==> config.mk <==
export PLATFORM = sky130hd
export DESIGN_NAME = program_loader
export DESIGN_NICKNAME = d
export VERILOG_FILES = /design/src/rtl/program_loader_pkg.sv /design/src/rtl/program_loader_instr_ram.sv /design/src/rtl/program_loader.sv
export SDC_FILE = /design/constraint.sdc
export NUM_CORES = 2
export LEC_CHECK = 0
export ABC_AREA = 1
export CAP_MARGIN = 15
export CORE_UTILIZATION = 35
export DETAILED_ROUTE_END_ITERATION = 8
export SYNTH_ARGS = -nofsm -noshare
export SYNTH_HDL_FRONTEND = slang
export SYNTH_SLANG_ARGS = --single-unit
==> constraint.sdc <==
create_clock -name clk -period 3.1 [get_ports clk]
set_input_delay 0.62 -clock clk [delete_from_list [all_inputs] [get_ports clk]]
set_output_delay 0.62 -clock clk [all_outputs]
set_load 0.005 [all_outputs]
==> src/rtl/program_loader_pkg.sv <==
// ============================================================================
// program_loader_pkg : shared types and constants for the program loader.
// Revision: 1.0
// ============================================================================
`default_nettype none

package program_loader_pkg;

    localparam int INSTR_W = 8;
    localparam int PC_W    = 8;

    localparam logic [INSTR_W-1:0] c_FILL_INSTR_DEFAULT = 8'h00;

    typedef enum logic [1:0] {
        IDLE = 2'd0,
        LOAD = 2'd1,
        RUN  = 2'd2
    } state_e;

endpackage

`default_nettype wire

==> src/rtl/program_loader_instr_ram.sv <==
// ============================================================================
// instr_ram : DEPTH x 8 program store, synchronous write, asynchronous read.
// Revision: 1.0
// ============================================================================
`default_nettype none

module instr_ram
    import program_loader_pkg::*;
#(
    parameter int ADDR_W = 8
) (
    input  logic               clk,
    input  logic               we_i,
    input  logic [ADDR_W-1:0]  waddr_i,
    input  logic [INSTR_W-1:0] wdata_i,
    input  logic [ADDR_W-1:0]  raddr_i,
    output logic [INSTR_W-1:0] rdata_o
);

    localparam int DEPTH = 2 ** ADDR_W;

    logic [INSTR_W-1:0] r_mem_q [DEPTH];

    always_ff @(posedge clk) begin
        if (we_i) begin
            r_mem_q[waddr_i] <= wdata_i;
        end
    end

    assign rdata_o = r_mem_q[raddr_i];

endmodule

`default_nettype wire

==> src/rtl/program_loader.sv <==
// ============================================================================
// program_loader : runtime-loaded zero-latency instruction store with core reset.
// Optional macro LOAD_CHECKSUM_EN enables the running load checksum.
// Revision: 1.0
// ============================================================================
`default_nettype none

module program_loader
    import program_loader_pkg::*;
#(
    parameter int                 ADDR_W     = 8,
    parameter logic [INSTR_W-1:0] FILL_INSTR = c_FILL_INSTR_DEFAULT
) (
    input  logic               clk,
    input  logic               RST,
    input  logic               load_start,
    input  logic               load_valid,
    input  logic [INSTR_W-1:0] load_data,
    input  logic               load_last,
    output logic               load_ready,
    input  logic               run_req,
    input  logic               halt_req,
    input  logic [PC_W-1:0]    pc,
    output logic [INSTR_W-1:0] instruction,
    output logic               cpu_rst,
    output logic               load_done,
    output logic [ADDR_W:0]    prog_len,
    output logic [7:0]         load_checksum
);

    localparam int              DEPTH  = 2 ** ADDR_W;
    localparam logic [ADDR_W:0] c_LAST = (ADDR_W+1)'(DEPTH - 1);
    localparam logic [ADDR_W:0] c_ONE  = (ADDR_W+1)'(1);

    state_e             r_state_q, w_state_d;
    logic [ADDR_W:0]    r_wr_q,    w_wr_d;
    logic [ADDR_W:0]    r_len_q,   w_len_d;
    logic               r_done_q,  w_done_d;
    logic               w_accept;
    logic               w_in_range;
    logic [INSTR_W-1:0] w_rdata;

    assign load_ready = (r_state_q == LOAD) && !load_start;
    assign w_accept   = load_valid && load_ready;
    assign cpu_rst    = (r_state_q != RUN);
    assign load_done  = r_done_q;
    assign prog_len   = r_len_q;

    always_comb begin
        w_state_d = r_state_q;
        w_wr_d    = r_wr_q;
        w_len_d   = r_len_q;
        w_done_d  = 1'b0;
        case (r_state_q)
            IDLE: begin
                if (load_start) begin
                    w_state_d = LOAD;
                    w_wr_d    = '0;
                    w_len_d   = '0;
                end else if (run_req) begin
                    w_state_d = RUN;
                end
            end
            LOAD: begin
                if (load_start) begin
                    w_wr_d  = '0;
                    w_len_d = '0;
                end else if (w_accept) begin
                    w_wr_d  = r_wr_q + c_ONE;
                    w_len_d = r_wr_q + c_ONE;
                    // The last slot ends the load even without load_last: no wrap.
                    if (load_last || (r_wr_q == c_LAST)) begin
                        w_state_d = RUN;
                        w_done_d  = 1'b1;
                    end
                end
            end
            RUN: begin
                if (load_start) begin
                    w_state_d = LOAD;
                    w_wr_d    = '0;
                    w_len_d   = '0;
                end else if (halt_req) begin
                    w_state_d = IDLE;
                end
            end
            default: begin
                w_state_d = IDLE;
            end
        endcase
    end

    always_ff @(posedge clk) begin
        if (RST) begin
            r_state_q <= IDLE;
            r_wr_q    <= '0;
            r_len_q   <= '0;
            r_done_q  <= 1'b0;
        end else begin
            r_state_q <= w_state_d;
            r_wr_q    <= w_wr_d;
            r_len_q   <= w_len_d;
            r_done_q  <= w_done_d;
        end
    end

    instr_ram #(
        .ADDR_W (ADDR_W)
    ) u_instr_ram (
        .clk     (clk),
        .we_i    (w_accept),
        .waddr_i (r_wr_q[ADDR_W-1:0]),
        .wdata_i (load_data),
        .raddr_i (pc[ADDR_W-1:0]),
        .rdata_o (w_rdata)
    );

    // Full-width compare so PC bits above ADDR_W count as out of range.
    assign w_in_range  = ({1'b0, pc} < (PC_W+1)'(r_len_q));
    assign instruction = ((r_state_q == RUN) && w_in_range) ? w_rdata : FILL_INSTR;

`ifdef LOAD_CHECKSUM_EN
    logic [7:0] r_sum_q;

    always_ff @(posedge clk) begin
        if (RST || load_start) begin
            r_sum_q <= 8'h00;
        end else if (w_accept) begin
            r_sum_q <= r_sum_q + load_data;
        end
    end

    assign load_checksum = r_sum_q;
`else
    assign load_checksum = 8'h00;
`endif

endmodule

`default_nettype wire

After elaboration in Yosys (flattened, before gate mapping):

Memory sizes are Yosys's and may differ from the RTL's.
Cells that the tools add are included.

* register bits: 12
* bits in writable memories: 2048
* input port bits: 23
* output and inout port bits: 28
* word-level logic and storage cells: 46
* memories: 1

Memories
* u_instr_ram.r_mem_q: depth 256, width 8, rd ports 1, clocked after Yosys merged registers in 0, wr ports 1, line program_loader_instr_ram.sv:22 `logic [INSTR_W-1:0] r_mem_q [DEPTH];`

* add/subtract/negate cells: 1
* $lt $le $gt $ge: 1
* equal/unequal tests: 11
* mux-type cells: 16
* bitwise logic cells: 2
* reductions and logical operators: 11

Operator list (count)
* $mux 9: 3
* $pmux 9 s2: 1
* $mux 2: 7
* $add 9x1->9 const B: 1
* $eq 9x8->1 const B: 1
* $lt 8x9->1: 1
* $mux 8: 1
* $ne 2x1->1 const B: 3
* $ne 3x3->1 const B: 2
* $pmux 2 s3: 1
* $reduce_and 5->1: 1
* $ne 2x2->1 const B: 2
* $reduce_or 4->1: 1
* $logic_and 1x1->1: 3
* $mux 1: 3
* $ne 3x2->1 const B: 1
* $reduce_and 3->1: 1
* $eq 2x1->1 const B: 1
* $eq 2x2->1 const B: 1
* $logic_not 2->1: 1
* $not 1->1: 2
* $reduce_bool 2->1: 1
* $reduce_or 2->1: 1
* $logic_not 1->1: 1
* $logic_or 1x1->1: 1

Logic depth before layout (Yosys ltp):

* word-level depth: 6
* depth in mapped cells: 15
* mapped depth without buffers: 11

By module:

Synthesis repeated with hierarchy kept, for this count alone.

* cells, all modules: 7153
* area, all modules: 84248.3 um^2

By module, submodules not included
* instr_ram: instances 1, cells each 6995, area each 83236.1 um^2, seq. area each 61499.0 um^2
* program_loader: instances 1, cells each 158, area each 1012.2 um^2, seq. area each 240.2 um^2

Least setup slack after synthesis:

OpenSTA, ideal clock, no wires.

* path kind: input to output
* start point: input pc[2]
* end point: output instruction[0]
* arrival: 1927 ps
* data required time: 2480 ps
* path slack: 553 ps
* cell stages on the path: 6
* path buffers: 0
* cells stage by stage: ha_1 -> a21oi_1 -> o21ai_0 -> a2111oi_2 -> nand2_1 -> nor2_1

* word-level cells in the longest chain between the ends: 3
* elaborated cells on any way between the ends: 4
* classes of those cells: order compare: 1; mux: 1; reduce/logical: 1; memory: 1

Ends and longest elaborated chain
* from (decl): line program_loader.sv:23 `input logic [PC_W-1:0] pc,`
* branches (longest 2 deep; another with $mem_v2 256x8)
* $mux 8 *: line program_loader.sv:120 `assign instruction = ((r_state_q == RUN) && w_in_range) ? w_rdata : FILL_INSTR;`
* to (decl): line program_loader.sv:24 `output logic [INSTR_W-1:0] instruction,`

Every way passes the cells marked *.

Final worst setup path:

* start point: input pc[0]
* end point: output instruction[7]

The elaborated chain is that of the path after synthesis.

==> impl_results.md <==
* Mapped Area at 84140 um2
* Gr ovfl total at 0
* Maximum vdd drop at 0.0004695 V
* Clock-pin slew on the worst setup and hold paths at 0.06 ns
* Startpoint types: input port
* CTS tree: done
* CP Buf/Inv Count at 4
* Power Dens Cells at 586.3 nW/um2
* Clk sinks at 2060
* CTS Root Cell: clkbuf_16
* DP HPWL at 150.4 mm
* Dpl ws at -1.133 ns
* Critical path peak fanout at 32
* RSZ-0062 raised after global routing: true
* Netlist cell types at 31
* Grt peak-use layer: met2
* Synth warn at 0
* Post-CTS Hold Buffers at 0
* Cell taking the most area after synthesis: edfxtp_1
* Number of H-tree levels at 4
* Met2 Use GR at 32.53%
* Max-Cap Viols at 0
* Top-count cell post-synth: nand2_1
* Fin worst setup slack at -0.4032 ns
* LEAKAGE at 36.19 nW
* Clk_skew at 0.05254 ns
* CP top delay family: simple AND/OR/NAND/NOR gates
* IO Port Bufs at 42
* FFs w/ async S/R, synth at 0%
* Drt wl/cell at 23.03 um
* Worst path max stage delay at 0.29 ns
* Fin. Hold Viols at 0
* Max Slew Vio Count at 0
* Crit Path Class: input port to output port
* Top-level I/O count at 51
* Die W at 492.3 um
* CP Data Arrival Time at 2.88 ns
* Crit end category: output port
* CTS buffer count at 209
* Synth top area cells: edfxtp_1, nand3_1, nand2_1, buf_2, nor2_1
* Post-synthesis cell count at 7077
* Die area at 242400 um2
* Synth top cells by count: nand2_1, edfxtp_1, nand3_1
* Placer Congestion at 0.8974
* P&R area growth vs syn at 20.50%
* ANT nets after route at 0
* Mapped Avg Cell Area at 11.89 um2
* Drt drc at 0
* Violated checks: setup timing
* FMAX at 285.5 MHz
* Final wirelength at 251.7 mm
* Row count at 179
* Seq/Total Area, Yosys at 73.37%
* Detail-routed via count per cell at 5.323
* Ratio of cells with drive above 1 in the final layout at 14.92%
* Slew @ Worst Pin at 0.8855 ns
* Final-report setup violation count at 8
* Total GRT Usage at 20.37%
* Register bit total from synthesis at 2060
* Critical path required time at 2.48 ns
* Area share of the largest cell type after synthesis at 73.09%
* Most used cell, CP: nand3_1
* Initial detailed-routing violation count at 7134
* Met1 Track Usage GR at 28.09%
* Die Y at 492.3 um
* Initial antenna violation count at 9
* Initial DRT Pass Iterations at 6
* Final period util at 113.0%
* Total Power at 59.44 mW
* Critical-path cell list: bufbuf_16 > clkinv_8 > buf_12 > nand2_1 > nand3_1 > nand3_1 > nand3_1 > nand3_1 > nand3_1 > nand3_2 > nand3_2 > nand2_4 > nor2_4 > buf_2
* Worst-skew pair later-pin latency at 0.86 ns
* Via Count at 58179
* First-pass GRT wire length at 369.4 mm
* Slew HR at 40.82%
* Core outline area at 238500 um2
* Pin count of the biggest net entering global routing at 86
* Final min period at 3.503 ns
* EDFF count, synth at 2048
* Hold WC Path Type: input port to flop
* Clk buf depth at 3
* Met3 Use GR at 3.243%
* Status: finished with violations
* Final #Nets at 7609
* Critical-path top delay cell: bufbuf_16
* Vias in the first global route at 55947
* Initial Util at 35.28%
* Top_reg_cell synth: edfxtp_1
==> through the flow <==
step	std cells	utilization, %	instance area, um2	TNS (ns)	hold slack [ns]
2_1_floorplan	7084	-	84170	0	0.5061
3_3_place_gp	10480	38.89	92760	-8.641	0.5312
3_5_place_dp	10480	38.89	92760	-8.564	0.5261
4_1_cts	10911	42.33	101000	-2.506	0.1156
5_1_grt	10927	42.51	101400	-2.822	0.1477
6_report	10929	42.51	101400	-2.545	0.1857
==> layout make-up <==
class / instances / area, um2
fill: 21728 / 137100
sequential: 2060 / 61750
timing repair inverter: 2 / 46.29
timing repair buffer: 766 / 8600
clock inverter: 130 / 1160
multi-input combinational: 4498 / 20190
tap: 3167 / 3963
inverter: 37 / 192.7
clock buffer: 267 / 5489
antenna: 2 / 5.005
==> where the power goes <==
part / leakage [nW] / switching, mW / internal (mW)
Combinational: 14.5 / 2.88 / 1.39
Clock: 3.24 / 10.7 / 13.8
Sequential: 18.5 / 0.00709 / 30.6
==> cell usage in the layout, fill, tap and decap left out, drive strengths merged <==
| master | n |
|---|---|
| conb | 8 |
| o21a | 1 |
| inv | 41 |
| o22ai | 2 |
| a21oi | 15 |
| clkinvlp | 4 |
| a22oi | 1 |
| diode | 2 |
| edfxtp | 2048 |
| ha | 12 |
| a21o | 1 |
| a211oi | 4 |
| nand4 | 1 |
| nand2 | 2119 |
| clkbuf | 273 |
| buf | 723 |
| nor3 | 3 |
| a221oi | 1 |
| bufinv | 15 |
| clkdlybuf4s50 | 20 |
| o21ai | 9 |
| bufbuf | 17 |
| clkinv | 109 |
| nand3 | 2010 |
| nor2 | 309 |
| a2111oi | 2 |
| dfxtp | 12 |
==> layer usage <==
| metal | vias up | share of wire (%) |
|---|---|---|
| li1 | 26186 | - |
| met3 | 463 | 8.7 |
| met1 | 28657 | 41 |
| met2 | 2873 | 47 |
| met5 | - | 0 |
| met4 | 0 | 3.5 |
==> sequential cells by signal (all words and copies together), names as in the netlist <==
name / flops
load_done: 1
prog_len: 9
r_state_q: 2
u_instr_ram.r_mem_q: 2048
==> what timing repair did <==
action | in CTS | in global routing
setup endpoints to repair | 8 | 8
hold endpoints to repair | 0 | 0
resized for setup | 202 | 42
buffers inserted | 10 | 10
pin swaps | 20 | 2
gates cloned | 24 | 6
==> cell families after synthesis <==
logic type | after synthesis | synth area share, %
buffers and inverters | 526 | 3.314
adder cells (fa/ha/maj) | 12 | 0.1784
other | 1 | 0.004457
AO/OA/AOI/OAI | 36 | 0.2647
AND/OR/NAND/NOR | 4442 | 22.87
flip-flops | 2060 | 73.37
==> final timing paths <==
path | from | slack (ns) | depth (start not counted) | end
setup / recovery | pc[0] | -0.40 | 14 | instruction[7]
hold reg to reg | prog_len[5] | 0.55 | 2 | prog_len[5]
setup reg to reg | prog_len[6] | 0.54 | 6 | u_instr_ram.r_mem_q[146][0]
hold / removal | load_data[0] | 0.19 | 1 | u_instr_ram.r_mem_q[136][0]
Note: power is estimated with default switching activity, not from simulation.
